$ cat src/rtl/dmem_arb_pkg.sv
// dmem_arb_pkg: shared state/grant encodings and counter widths for dmem_port_arbiter
package dmem_arb_pkg;
  localparam int CNT_W = 4;
  localparam int STAT_W = 16;
  typedef enum logic {IDLE, LOCKED} arb_state_e;
  typedef enum logic [1:0] {GNT_NONE, GNT_PIPE, GNT_AUX} gnt_e;
endpackage

$ cat src/rtl/arb_sat_counter.sv
// arb_sat_counter: saturating up counter; clr together with inc restarts the count at 1
module arb_sat_counter #(
  parameter int W = 4
) (
  input  logic         clk,
  input  logic         rst_n,
  input  logic         clr,
  input  logic         inc,
  output logic [W-1:0] cnt_q
);
  logic [W-1:0] base, cnt_d;
  always_comb begin
    base = clr ? '0 : cnt_q;
    cnt_d = (inc && base != '1) ? base + W'(1) : base;
  end
  always_ff @(posedge clk) cnt_q <= !rst_n ? '0 : cnt_d;
endmodule

$ cat src/rtl/dmem_port_arbiter.sv
// dmem_port_arbiter: shares DataMemory between the pipeline (priority) and an aux master with starvation guard and lock.
// Define DMEM_ARB_STATS_EN to add saturating stall_count / aux_count statistics ports.
module dmem_port_arbiter
  import dmem_arb_pkg::*;
#(
  parameter int STARVE_LIMIT = 4,
  parameter int LOCK_MAX = 4
) (
  input  logic              clk,
  input  logic              rst_n,
  input  logic              pipe_wen,
  input  logic              pipe_ren,
  input  logic [7:0]        pipe_addr,
  input  logic [7:0]        pipe_wdata,
  output logic [7:0]        pipe_rdata,
  output logic              pipe_stall,
  input  logic              aux_req,
  input  logic              aux_we,
  input  logic              aux_lock,
  input  logic [7:0]        aux_addr,
  input  logic [7:0]        aux_wdata,
  output logic              aux_gnt,
  output logic [7:0]        aux_rdata,
  output logic              aux_rvalid,
`ifdef DMEM_ARB_STATS_EN
  output logic [STAT_W-1:0] stall_count,
  output logic [STAT_W-1:0] aux_count,
`endif
  output logic              mem_wen,
  output logic              mem_ren,
  output logic [7:0]        mem_addr,
  output logic [7:0]        mem_wdata,
  input  logic [7:0]        mem_rdata
);
  localparam int LW = CNT_W + 1;
  arb_state_e state_q, state_d;
  gnt_e gnt;
  logic pipe_req, lock_hold, aux_rvalid_q, aux_rvalid_d;
  logic [7:0] aux_rdata_q, aux_rdata_d;
  logic [CNT_W-1:0] starve_q, lock_q;
  logic [LW-1:0] lock_nxt;
  always_comb begin
    pipe_req = pipe_wen | pipe_ren;
    gnt = !rst_n ? GNT_NONE
        : (aux_req && (state_q == LOCKED || !pipe_req || starve_q >= CNT_W'(STARVE_LIMIT))) ? GNT_AUX
        : pipe_req ? GNT_PIPE : GNT_NONE;
    aux_gnt = gnt == GNT_AUX;
    pipe_stall = pipe_req & aux_gnt;
    mem_wen = aux_gnt ? aux_we : (gnt == GNT_PIPE && pipe_wen);
    mem_ren = aux_gnt ? !aux_we : (gnt == GNT_PIPE && pipe_ren && !pipe_wen);
    mem_addr = aux_gnt ? aux_addr : gnt == GNT_PIPE ? pipe_addr : '0;
    mem_wdata = aux_gnt ? aux_wdata : gnt == GNT_PIPE ? pipe_wdata : '0;
    // lock_nxt counts locked grants including this one; reaching LOCK_MAX releases the lock
    lock_nxt = (state_q == LOCKED ? {1'b0, lock_q} : '0) + LW'(1);
    lock_hold = aux_gnt && aux_lock && lock_nxt < LW'(LOCK_MAX);
    state_d = lock_hold ? LOCKED : IDLE;
    aux_rvalid_d = aux_gnt && !aux_we;
    aux_rdata_d = aux_rvalid_d ? mem_rdata : aux_rdata_q;
  end
  always_ff @(posedge clk) begin
    if (!rst_n) begin
      state_q <= IDLE;
      aux_rvalid_q <= 1'b0;
      aux_rdata_q <= '0;
    end else begin
      state_q <= state_d;
      aux_rvalid_q <= aux_rvalid_d;
      aux_rdata_q <= aux_rdata_d;
    end
  end
  assign pipe_rdata = mem_rdata;
  assign aux_rvalid = aux_rvalid_q;
  assign aux_rdata = aux_rdata_q;
  arb_sat_counter #(.W(CNT_W)) u_starve (
    .clk, .rst_n, .clr(aux_gnt | !aux_req), .inc(aux_req & !aux_gnt), .cnt_q(starve_q)
  );
  arb_sat_counter #(.W(CNT_W)) u_lock (
    .clk, .rst_n, .clr(state_q == IDLE), .inc(aux_gnt & aux_lock), .cnt_q(lock_q)
  );
`ifdef DMEM_ARB_STATS_EN
  arb_sat_counter #(.W(STAT_W)) u_stall_stat (
    .clk, .rst_n, .clr(1'b0), .inc(pipe_stall), .cnt_q(stall_count)
  );
  arb_sat_counter #(.W(STAT_W)) u_aux_stat (
    .clk, .rst_n, .clr(1'b0), .inc(aux_gnt), .cnt_q(aux_count)
  );
`endif
endmodule
$ cat config.mk
export PLATFORM = sky130hd
export DESIGN_NAME = dmem_port_arbiter
export DESIGN_NICKNAME = d
export VERILOG_FILES = /design/src/rtl/dmem_arb_pkg.sv /design/src/rtl/arb_sat_counter.sv /design/src/rtl/dmem_port_arbiter.sv
export SDC_FILE = /design/constraint.sdc
export NUM_CORES = 1
export LEC_CHECK = 0
export ABC_AREA = 1
export CAP_MARGIN = 20
export CORE_MARGIN = 4
export CORE_UTILIZATION = 31
export CTS_CLUSTER_DIAMETER = 120
export DETAILED_ROUTE_END_ITERATION = 16
export GPL_ROUTABILITY_DRIVEN = 0
export GPL_TIMING_DRIVEN = 1
export HOLD_SLACK_MARGIN = 0.02
export PLACE_DENSITY_LB_ADDON = 0.08
export SLEW_MARGIN = 15
export SYNTH_ARGS = -nofsm -noshare
export SYNTH_HDL_FRONTEND = slang
export SYNTH_SLANG_ARGS = --single-unit
$ cat constraint.sdc
create_clock -name clk -period 1.61 [get_ports clk]
set_clock_uncertainty 0.2 [all_clocks]
set_input_delay 0.322 -clock clk [delete_from_list [all_inputs] [get_ports clk]]
set_output_delay 0.322 -clock clk [all_outputs]
set_load 0.03 [all_outputs]
; ---- Yosys cells after proc, flatten, opt, wreduce, memory -nomap -nowiden
; Cells that the tools add are included.
[totals]
reg_bits = 18
in_bits = 47
out_inout_bits = 37
word_cells = 50
[classes]
n_addsub = 3
magnitude_cmp = 2
n_eq_ne = 4
n_mux = 15
bitwise_logic = 5
reduce_logical = 16
[ops]
columns = op, n
row1 = 8-bit two-way mux, 4
row2 = 4-bit two-way mux, 5
row3 = 1-bit logical AND, 9
row4 = "4-bit by 1-bit adder with 4-bit output, second input constant", 2
row5 = "4-bit != test, second input constant", 2
row6 = "4-bit by 1-bit adder with 5-bit output, second input constant", 1
row7 = 1-bit logical NOT, 5
row8 = "5-bit by 3-bit less-than comparator with 1-bit output, second input constant", 1
row9 = "4-bit by 3-bit greater-or-equal comparator with 1-bit output, second input constant", 1
row10 = 1-bit two-way mux, 4
row11 = 2-bit two-way mux, 2
row12 = 1-bit AND, 3
row13 = "2-bit by 1-bit equality test with 1-bit output, second input constant", 1
row14 = "2-bit equality test, second input constant", 1
row15 = 1-bit logical OR, 2
row16 = 1-bit OR, 2

; ---- Depth between registers and ports, before layout
[depth]
depth_word = 13
mapped_depth = 12

; ---- Hierarchy
; Synthesis repeated with hierarchy kept, for this count alone.
[hier_totals]
hier_cells = 212
hier_area_um2 = 1311.3
[by_module_without_submodules]
columns = mod, instances, cells_per_inst, area_per_inst_um2, seq_area_each_um2
row1 = dmem_port_arbiter, 1, 140, 820.8, 200.2
row2 = arb_sat_counter, 2, 36, 245.2, 80.1

; ---- Worst setup path before layout
; Ideal clock, no wire load.
[synth_path]
path_type = reg2out
startpoint = register u_starve.cnt_q[2]
endpoint = output port mem_wen
arrival_ps = 1267
slack_ps = -179
path_stages_with_launch = 6
path_buffers = 0
cell_sequence = dfxtp_1 -> nor2_2 -> nand3_4 -> a21oi_2 -> nand2_2 -> o22ai_1
[synth_between]
elab_chain_cells = 8
elab_cells_between_ends = 9
cone_classes = order compare (1) / eq/ne (2) / mux (3) / reduce/logical (3)
[synth_lines]
columns = element, line_no
row1 = from (decl), arb_sat_counter.sv:9  ; output logic [W-1:0] cnt_q
row2 = from (signal assigned), arb_sat_counter.sv:16  ; always_ff @(posedge clk) cnt_q <= !rst_n ? '0 : cnt_d;
row3 = 4-bit by 3-bit greater-or-equal comparator with 1-bit output *, dmem_port_arbiter.sv:45  ; : (aux_req && (state_q == LOCKED || !pipe_req || starve_q >= CNT_W'(STARVE_LIMIT))) ? GNT_AUX
row4 = 1-bit logical OR *, dmem_port_arbiter.sv:45
row5 = 1-bit logical AND *, dmem_port_arbiter.sv:45
row6 = 2-bit two-way mux *, dmem_port_arbiter.sv:45
row7 = 2-bit two-way mux *, dmem_port_arbiter.sv:44  ; gnt = !rst_n ? GNT_NONE
row8 = 2-bit by 1-bit equality test with 1-bit output, dmem_port_arbiter.sv:49  ; mem_wen = aux_gnt ? aux_we : (gnt == GNT_PIPE && pipe_wen);
row9 = 1-bit logical AND, dmem_port_arbiter.sv:49
row10 = 1-bit two-way mux *, dmem_port_arbiter.sv:49
row11 = to (decl), dmem_port_arbiter.sv:29  ; output logic mem_wen,
; Every way passes the cells marked *; elsewhere a longest branch is shown, timed or not.

; ---- Worst setup path in the final report
[layout_path]
startpoint = register u_starve.cnt_q[3]
endpoint = output port mem_wen
; The elaborated chain is that of the path after synthesis.

==> flow_metrics.env <==
export IMPL_die_h_um=69.6
export IMPL_cap_viol_max_count=0
export IMPL_die_w_um=69.6
export IMPL_grt_pass1_wl_um=6040
export IMPL_syn_inst=181
export IMPL_yosys_area_share_adder=0.0213
export IMPL_min_path_type="register to register"
export IMPL_arrival_ps=1480
export IMPL_drv_slew=0
export IMPL_drive_gt1_frac=0.437
export IMPL_synthesis_yosys_warnings=0
export IMPL_whs_path_depth=2
export IMPL_routedWlPerCell_um=11.1
export IMPL_io_pins=84
export IMPL_regToRegEndpoint="u_starve.cnt_q[0]"
export IMPL_tns_ps=-7270
export IMPL_ant_nets=0
export IMPL_violations="setup timing"
export IMPL_synth_most_common_cell="nand2_1"
export IMPL_syn_num_nets=230
export IMPL_rows=22
export IMPL_clock_tree_buffer_depth=2
export IMPL_synth_area_um2=1180
export IMPL_rr_startpoint="u_starve.cnt_q[3]"
export IMPL_synth_simple_area_share=0.441
export IMPL_setup_violations=23
export IMPL_place_area_um2=2140
export IMPL_clock_sinks=18
export IMPL_worst_setup_path_start_kind="register"
export IMPL_hold_buffers=0
export IMPL_dieArea_um2=4850
export IMPL_async_reset_ff_frac=0
export IMPL_rrSetupSlack_ps=-110
export IMPL_drtPass1Iterations=4
export IMPL_period_minus_slack_ps=2000
export IMPL_core_region_area_um2=3660
export IMPL_ir_worst_vdd_v=0.000495
export IMPL_min_from="aux_rdata[4]"
export IMPL_ys_seq_elements=18
export IMPL_min_to="aux_rdata[4]"
export IMPL_power_density_nw_per_um2=572
export IMPL_insertion_delay_ps=250
export IMPL_ff2ff_path_depth=11
export IMPL_drt_total_wl_um=3620
export IMPL_worst_setup_path_end_kind="output port"
export IMPL_timing_final_ws_setup_ps=-389
export IMPL_status="finished, violations left"
export IMPL_synth_edf_count=0
export IMPL_synthMuxAreaShare=0
export IMPL_cts_buffers_inserted=3
export IMPL_gr_total_overflow=0
export IMPL_synth_cell_type_count=28
export IMPL_antenna_found_initial=0
export IMPL_rsz0062_at_grt="true"
export IMPL_hpwl_um=2740
export IMPL_fin_nets=327
export IMPL_clk_pin_slew_worst_paths_ps=70
export IMPL_clock_root_buffer="clkbuf_8"
export IMPL_drc=0
export IMPL_netlist_area_leader_share=0.306
export IMPL_cts_tree="yes"
export IMPL_period_share=1.24
export IMPL_start_util=0.322
export IMPL_htreeDepth=1
export IMPL_ys_top_cells_by_area="dfxtp_1, nand2_1, inv_1"
export IMPL_synth_xor_area_frac=0.0149
export IMPL_cp_max_fo=3
export IMPL_via_per_inst=4.31
export IMPL_leakagePower_uw=0.00116
export IMPL_finalHoldViolCount=0
export IMPL_synth_largest_area_cell="dfxtp_1"
export IMPL_synth_seq_area_share=0.306
export IMPL_grt_max_degree=15
export IMPL_fin_area_um2=2430
export IMPL_avgSynthCellArea_um2=6.50
export IMPL_synth_compound_area_frac=0.0499
export IMPL_synth_top_family_by_area="simple AND/OR/NAND/NOR gates"
export IMPL_syn_to_final_growth_pct=106
export IMPL_portBuffers=83
export IMPL_max_freq_mhz=500
export IMPL_worstSetupPathType="register to output port"
export IMPL_synthFlopType="dfxtp_1"
export IMPL_final_util=0.664
export IMPL_drt_iter0_markers=25
export IMPL_grt_usage=0.149
export IMPL_n_antenna_cell=0
export IMPL_grt_pass1_vias=1350
export IMPL_critPathRequiredTime_ps=1090
export IMPL_hold_worst_slack_ps=258
export IMPL_vias=1402
export IMPL_synth_commonest_cells="nand2_1, dfxtp_1, inv_1"
-- worst max-delay path by stage --
stage / startpoint / endpoint / slack (ps) / cells past startpoint
after floorplan: u_starve.cnt_q[3] / u_starve.cnt_q[1] / -100 / 11
after global placement: pipe_wen / mem_wdata[6] / -700 / 10
after detailed placement: pipe_wen / mem_wdata[6] / -730 / 10
after CTS: u_starve.cnt_q[3] / mem_addr[6] / -400 / 8
after global routing: u_starve.cnt_q[3] / mem_wdata[6] / -460 / 8
final: u_starve.cnt_q[3] / mem_wen / -390 / 7
-- per-stage QoR --
stage	total power [µW]	cells	setup WS [ps]
3_3_place_gp	981	315	-702
4_1_cts	1390	324	-402
2_1_floorplan	761	181	-102
3_5_place_dp	985	315	-732
5_1_grt	1470	325	-461
6_report	1390	325	-389
-- cell families after synthesis --
logic type	Yosys count
simple gates	116
buf+inv	33
flops	18
compound gates	9
xor+xnor	2
fa+ha+maj	2
other cells	1
-- flip-flops by register name (all words and copies together), names as in the netlist --
register        flops
u_starve.cnt_q      4
aux_rvalid          1
state_q             1
aux_rdata           8
u_lock.cnt_q        4
-- per-layer routing --
metal  vias to the layer above  GRT usage  wire [µm]
li1                        735          -          -
met1                       601      0.185       1600
met2                        64      0.250       1640
met3                         2     0.0449        362
met4                         0     0.0383         17
met5                         -          0          0
-- layout by cell type (no fill, tap or decap) --
| cell type | count |
|---|---|
| a21boi_2 | 1 |
| a21oi_1 | 1 |
| a21oi_2 | 3 |
| a21oi_4 | 1 |
| buf_4 | 22 |
| buf_6 | 25 |
| clkbuf_2 | 1 |
| clkbuf_8 | 4 |
| clkdlybuf4s15_1 | 2 |
| clkdlybuf4s50_1 | 42 |
| conb_1 | 1 |
| dfxtp_1 | 15 |
| dfxtp_2 | 3 |
| dlygate4sd2_1 | 10 |
| ha_2 | 2 |
| inv_1 | 11 |
| inv_2 | 5 |
| inv_4 | 2 |
| inv_6 | 2 |
| inv_8 | 3 |
| nand2_1 | 52 |
| nand2_2 | 18 |
| nand2_4 | 14 |
| nand2_8 | 1 |
| nand3_1 | 10 |
| nand3_2 | 2 |
| nand3_4 | 2 |
| nand4_1 | 3 |
| nor2_1 | 6 |
| nor2_2 | 5 |
| nor2_4 | 3 |
| o21ai_1 | 1 |
| o21bai_1 | 1 |
| o22ai_4 | 1 |
| xnor2_2 | 1 |
| xor2_1 | 1 |
-- worst max-delay path: stages (launching register included) --
cell,delay (ps)
dfxtp_2,350
nor2_4,50
nand3_4,90
buf_6,110
nand3_4,130
buf_6,180
o22ai_4,160
buf_6,150
-- repair_timing --
item / 4_1_cts / 5_1_grt
setup buffers: 3 / 1
gates resized for setup: 58 / 22
cloned: 2 / 0
setup endpoints to repair: 46 / 35
pin swaps: 7 / 7
-- where the power goes --
| group | total (µW) | switching, µW | internal [µW] |
|---|---|---|---|
| combinational | 560 | 291 | 270 |
| sequential | 470 | 7.67 | 462 |
| clock | 359 | 143 | 217 |
| total | 1390 | 441 | 949 |
-- layout make-up --
class | count | area (µm²)
clock buffer | 4 | 55.1
tap | 48 | 60.1
fill | 330 | 1230
timing repair inverter | 2 | 20.0
inverter | 21 | 104
timing repair buffer | 102 | 980
multi-input combinational | 130 | 847
sequential | 18 | 364
Note: power is estimated with default switching activity, not from simulation.
